## config.mk

```make
export PLATFORM = sky130hd
export DESIGN_NAME = dmux4way_sched
export DESIGN_NICKNAME = d
export VERILOG_FILES = /design/src/rtl/dmux4way_pkg.sv /design/src/rtl/rr_pick4.sv /design/src/rtl/dmux4way_sched.sv
export SDC_FILE = /design/constraint.sdc
export NUM_CORES = 1
export LEC_CHECK = 0
export ABC_AREA = 1
export BUFFER_PORTS_ARGS = -buffer_cell sky130_fd_sc_hd__buf_2
export CORE_ASPECT_RATIO = 1.75
export CORE_MARGIN = 3
export CORE_UTILIZATION = 35
export DETAILED_ROUTE_END_ITERATION = 6
export PLACE_DENSITY = 0.6
export SETUP_SLACK_MARGIN = 0.4
export SLEW_MARGIN = 20
export SYNTH_ARGS = -nofsm -noshare
export SYNTH_HDL_FRONTEND = slang
export SYNTH_SLANG_ARGS = --single-unit
```

## constraint.sdc

```tcl
create_clock -name clk -period 5.41 [get_ports clk]
set_input_delay 0.541 -clock clk [delete_from_list [all_inputs] [get_ports clk]]
set_output_delay 0.541 -clock clk [all_outputs]
set_load 0.05 [all_outputs]
```

## src/rtl/dmux4way_pkg.sv

```systemverilog
// Shared types and helpers for the DMux4Way credit dispatcher.
package dmux4way_pkg;

  localparam int unsigned LANES = 4;

  typedef logic [1:0]       lane_sel_t;
  typedef logic [LANES-1:0] lane_vec_t;

  // Convert a lane index to its one-hot strobe.
  function automatic lane_vec_t sel2onehot(input lane_sel_t s);
    sel2onehot = lane_vec_t'(1) << s;
  endfunction

endpackage

```

## src/rtl/rr_pick4.sv

```systemverilog
// Combinational round-robin picker over four lanes, searching from ptr upward.
module rr_pick4
  import dmux4way_pkg::*;
(
  input  lane_vec_t elig,
  input  lane_sel_t ptr,
  output logic      any,
  output lane_sel_t pick
);

  // Highest offset first so the closest eligible lane to ptr wins.
  always_comb begin
    any  = |elig;
    pick = ptr;
    for (int k = LANES - 1; k >= 0; k--) begin
      if (elig[ptr + lane_sel_t'(k)]) begin
        pick = ptr + lane_sel_t'(k);
      end
    end
  end

endmodule

```

## src/rtl/dmux4way_sched.sv

```systemverilog
// Credit-based round-robin dispatcher feeding a DMux4Way fan-out.
// Optional feature: define DMUX4WAY_SCHED_MASK_EN to add the lane_en port.
module dmux4way_sched
  import dmux4way_pkg::*;
#(
  parameter int unsigned WIDTH   = 1,
  parameter int unsigned CREDITS = 3
) (
  input  logic             clk,
  input  logic             reset,
  input  logic             in_valid,
  input  logic [WIDTH-1:0] in_data,
  output logic             in_ready,
  output logic [1:0]       sel,
  output logic [WIDTH-1:0] out_data,
  output logic [3:0]       out_valid,
  input  logic [3:0]       credit_ret,
  output logic             cred_err
`ifdef DMUX4WAY_SCHED_MASK_EN
  ,
  input  logic [3:0]       lane_en
`endif
);

  localparam int unsigned    CW   = $clog2(CREDITS + 1);
  localparam logic [CW-1:0]  CMAX = CW'(CREDITS);

  logic [CW-1:0] cred     [LANES];
  logic [CW-1:0] cred_nxt [LANES];
  lane_sel_t     ptr;
  lane_sel_t     pick;
  lane_vec_t     elig;
  lane_vec_t     disp;
  logic          any;
  logic          xfer;
  logic          err_set;

  // Lane eligibility: free credit, gated by the enable mask when present.
  always_comb begin
    elig = '0;
    for (int i = 0; i < LANES; i++) begin
`ifdef DMUX4WAY_SCHED_MASK_EN
      elig[i] = (cred[i] != '0) && lane_en[i];
`else
      elig[i] = (cred[i] != '0);
`endif
    end
  end

  rr_pick4 u_pick (
    .elig (elig),
    .ptr  (ptr),
    .any  (any),
    .pick (pick)
  );

  assign in_ready = any;
  assign xfer     = in_valid & any;
  assign disp     = xfer ? sel2onehot(pick) : '0;

  // Per-lane credit update; a same-cycle return and dispatch cancel out.
  always_comb begin
    err_set = 1'b0;
    for (int i = 0; i < LANES; i++) begin
      cred_nxt[i] = cred[i];
      if (disp[i] && !credit_ret[i]) begin
        cred_nxt[i] = cred[i] - CW'(1);
      end else if (!disp[i] && credit_ret[i]) begin
        if (cred[i] == CMAX) begin
          err_set = 1'b1;
        end else begin
          cred_nxt[i] = cred[i] + CW'(1);
        end
      end
    end
  end

  // State and output registers.
  always_ff @(posedge clk) begin
    if (reset) begin
      for (int i = 0; i < LANES; i++) begin
        cred[i] <= CMAX;
      end
      ptr       <= '0;
      sel       <= '0;
      out_data  <= '0;
      out_valid <= '0;
      cred_err  <= 1'b0;
    end else begin
      for (int i = 0; i < LANES; i++) begin
        cred[i] <= cred_nxt[i];
      end
      cred_err <= cred_err | err_set;
      if (xfer) begin
        out_data  <= in_data;
        sel       <= pick;
        out_valid <= sel2onehot(pick);
        ptr       <= pick + lane_sel_t'(1);
      end else begin
        out_valid <= '0;
      end
    end
  end

endmodule

```

==> impl_metrics.env <==
export IMPL_clock_path_buffers=2
export IMPL_die_area_sq_mm=0.00414
export IMPL_postCtsHoldBufs=0
export IMPL_synth_edf_count=0
export IMPL_vias=1073
export IMPL_cts_root_buf="clkbuf_8"
export IMPL_portBuffers=16
export IMPL_fin_skew_ns=0.00348
export IMPL_holdWs_ns=0.482
export IMPL_peakVddDrop_v=0.000165
export IMPL_grt_pass1_wl_mm=4.17
export IMPL_ios=17
export IMPL_grt_max_degree=16
export IMPL_yosys_top_cells_area="dfxtp_1 (30%), ha_1 (13%), nand2_1 (9.8%), inv_1 (9.2%), a21oi_1 (6.8%)"
export IMPL_dp_hpwl_mm=1.97
export IMPL_critPathMaxStageDelay_ns=0.53
export IMPL_wl_mm=2.36
export IMPL_period_share_pct=47.5
export IMPL_clk_latency_ns=0.25
export IMPL_tns_ns=0
export IMPL_grt_overflow=0
export IMPL_gp_congestion=0.815
export IMPL_critPathArrivalTime_ns=2.71
export IMPL_cp_depth=15
export IMPL_clk_pin_slew_ns=0.07
export IMPL_path_cells="inv_4 > nand2_1 > nand3_1 > nand2_1 > a21oi_1 > o31ai_2 > ha_1 > inv_1 > nor2_1 > ha_1 > nor2_1 > a21oi_1 > o221ai_1 > a21oi_1 > nor2_1"
export IMPL_reg2reg_from="ptr[0]"
export IMPL_dpl_cell_area_sq_mm=0.00130
export IMPL_syn_avg_cell_area_sq_um=6.91
export IMPL_reg2reg_to="cred_err"
export IMPL_grt_antenna_before_repair=0
export IMPL_multi_input_area_sq_um=684
export IMPL_final_max_slew_viol_count=0
export IMPL_async_flop_share_pct=0
export IMPL_synthToLayoutAreaGrowth_pct=14.7
export IMPL_yosys_area_top_type="dfxtp_1"
export IMPL_cts_tree="built"
export IMPL_drc=0
export IMPL_reg2reg_depth=15
export IMPL_synth_cells=171
export IMPL_final_setup_worst_slack_ns=2.84
export IMPL_fmax_mhz=389
export IMPL_final_hold_violation_count=0
export IMPL_cts_sink_count=18
export IMPL_crit_start="ptr[0]"
export IMPL_numCtsBuffers=3
export IMPL_cp_required_ns=5.55
export IMPL_synth_top_area_share_pct=30.5
export IMPL_rsz0062_at_grt="false"
export IMPL_path_max_fanout=9
export IMPL_worst_slew_pin_slew_ns=0.416
export IMPL_yosysMostFrequentCell="nand2_1"
export IMPL_cts_resized=0
export IMPL_drtPass1Iterations=4
export IMPL_critPathCapture="cred_err"
export IMPL_max_slew_margin_rel_pct=72.1
export IMPL_die_height_um=82.9
export IMPL_place_ws_ns=2.83
export IMPL_core_area_sq_mm=0.00321
export IMPL_avgRoutedWirePerCell_um=10.2
export IMPL_endpoint_kind="register"
export IMPL_grt_usage_pct=12.8
export IMPL_drt_iter0_markers=24
export IMPL_post_cts_buffers=0
export IMPL_path_delay_family="compound AO/OA/AOI/OAI gates"
export IMPL_worstSetupPathType="register to register"
export IMPL_yosysUniqueCellTypes=24
export IMPL_seq_area_sq_um=360
export IMPL_ys_flop_type="dfxtp_1"
export IMPL_reg2reg_slack_ns=2.84
export IMPL_ys_seq_area_share_pct=30.5
export IMPL_syn_num_nets=191
export IMPL_leakage_nw=0.680
export IMPL_instances_no_fill=232
export IMPL_syn_area_sq_mm=0.00118
export IMPL_critPathSlowestCell="dfxtp_1"
export IMPL_min_path_type="register to register"
export IMPL_drive_gt1_share_pct=20.1
export IMPL_htree_num_levels=1
export IMPL_maxCapViolations=0
export IMPL_worstSetupStartpointType="register"
export IMPL_num_antenna_cells=0
export IMPL_synth_seq_cells=18
export IMPL_final_area_sq_mm=0.00136
export IMPL_dieWidth_um=49.9
export IMPL_finalSetupViolations=0
export IMPL_postRouteAntennaNets=0
export IMPL_power_density_mw_per_mm2=317
export IMPL_yosys_top_cells_count="nand2_1 (31), inv_1 (29), dfxtp_1 (18)"
export IMPL_cp_buffers_inverters=2
export IMPL_dp_cells=228
export IMPL_status="completed"
export IMPL_rows=27
export IMPL_fin_crit_ns=2.57
export IMPL_start_util_pct=36.8
export IMPL_fin_nets=210
export IMPL_yosysWarnings=0
export IMPL_grt_pass1_vias=1011
export IMPL_vias_per_cell=4.63
export IMPL_fillerInstances=352
-- tightest hold or removal path, stage by stage, from the launching register on --
cell and delay, ns:
dfxtp_1 0.31, nand2_1 0.07, a21oi_2 0.05
-- state kept, by name, summed over array words and instances, names as in the netlist --
signal / flops
cred: 8
out_valid: 4
ptr: 2
sel: 2
cred_err: 1
out_data: 1
-- report_power, final --
group          leakage (nW)  total, mW  internal (mW)  switching [mW]
logic                 0.503      0.147         0.0525          0.0943
clock network        0.0288      0.110         0.0647          0.0457
registers             0.148      0.173          0.152          0.0210
total                 0.680      0.430          0.269           0.161
-- cell families (layout without fill, tap and decap cells) --
group                    after synthesis  in the layout  share of synthesized area (%)
AO/OA/AOI/OAI                         33             33                           15.5
XOR/XNOR                               2              2                           1.48
adder cells (fa/ha/maj)               12             12                           12.7
buffers and inverters                 34             52                           11.6
flip-flops                            18             18                           30.5
AND/OR/NAND/NOR                       72             72                           28.3
-- through the flow --
stage               total power, mW  utilization, %
CTS                           0.438            42.3
floorplan                     0.293               -
detailed placement            0.325            40.5
global placement              0.326            40.5
finish                        0.430            42.3
global route                  0.466            42.3
-- cell type report --
class	count	area share (%)
Multi-Input combinational cell	119	50.5
Clock buffer	4	4.06
Tap cell	43	3.97
Timing Repair Buffer	16	5.90
Sequential cell	18	26.6
Inverter	32	9.04
-- worst min-delay path by stage --
stage | slack [ns] | to | start | cells past startpoint
2_1_floorplan | 0.48 | cred[2][0] | cred[2][0] | 1
3_3_place_gp | 0.46 | out_data | out_data | 2
3_5_place_dp | 0.47 | sel[0] | sel[0] | 2
4_1_cts | 0.48 | sel[0] | sel[0] | 2
5_1_grt | 0.52 | out_data | out_data | 2
6_report | 0.48 | sel[0] | sel[0] | 2
-- cells in the final DEF (no fill, tap or decap) --
master	Yosys	layout
nor2_1	15	15
inv_1	29	29
inv_2	2	2
o31ai_2	1	1
dfxtp_1	18	18
clkbuf_8	0	4
ha_1	12	12
o21ai_0	13	13
a21boi_1	1	1
buf_2	0	16
nand3b_1	1	1
a21oi_2	1	1
inv_4	1	1
o221ai_1	1	1
nor2_2	3	3
a21oi_1	16	16
nand4_1	1	1
xnor2_1	2	2
nor2_4	1	1
and2_4	1	1
nand2_2	7	7
nand3_2	1	1
nand3_1	11	11
nand2_1	31	31
-- per-layer routing --
metal | global-route usage [%] | part of all wire (%) | vias up | wire length (um)
met3 | 1.97 | 2.2 | 6 | 51
met2 | 22.6 | 54 | 14 | 1280
li1 | - | - | 579 | -
met1 | 13.6 | 41 | 474 | 964
met5 | 0 | 0 | - | 0
met4 | 8.06 | 2.6 | 0 | 61
No activity file was read; power rests on OpenSTA's default activity.
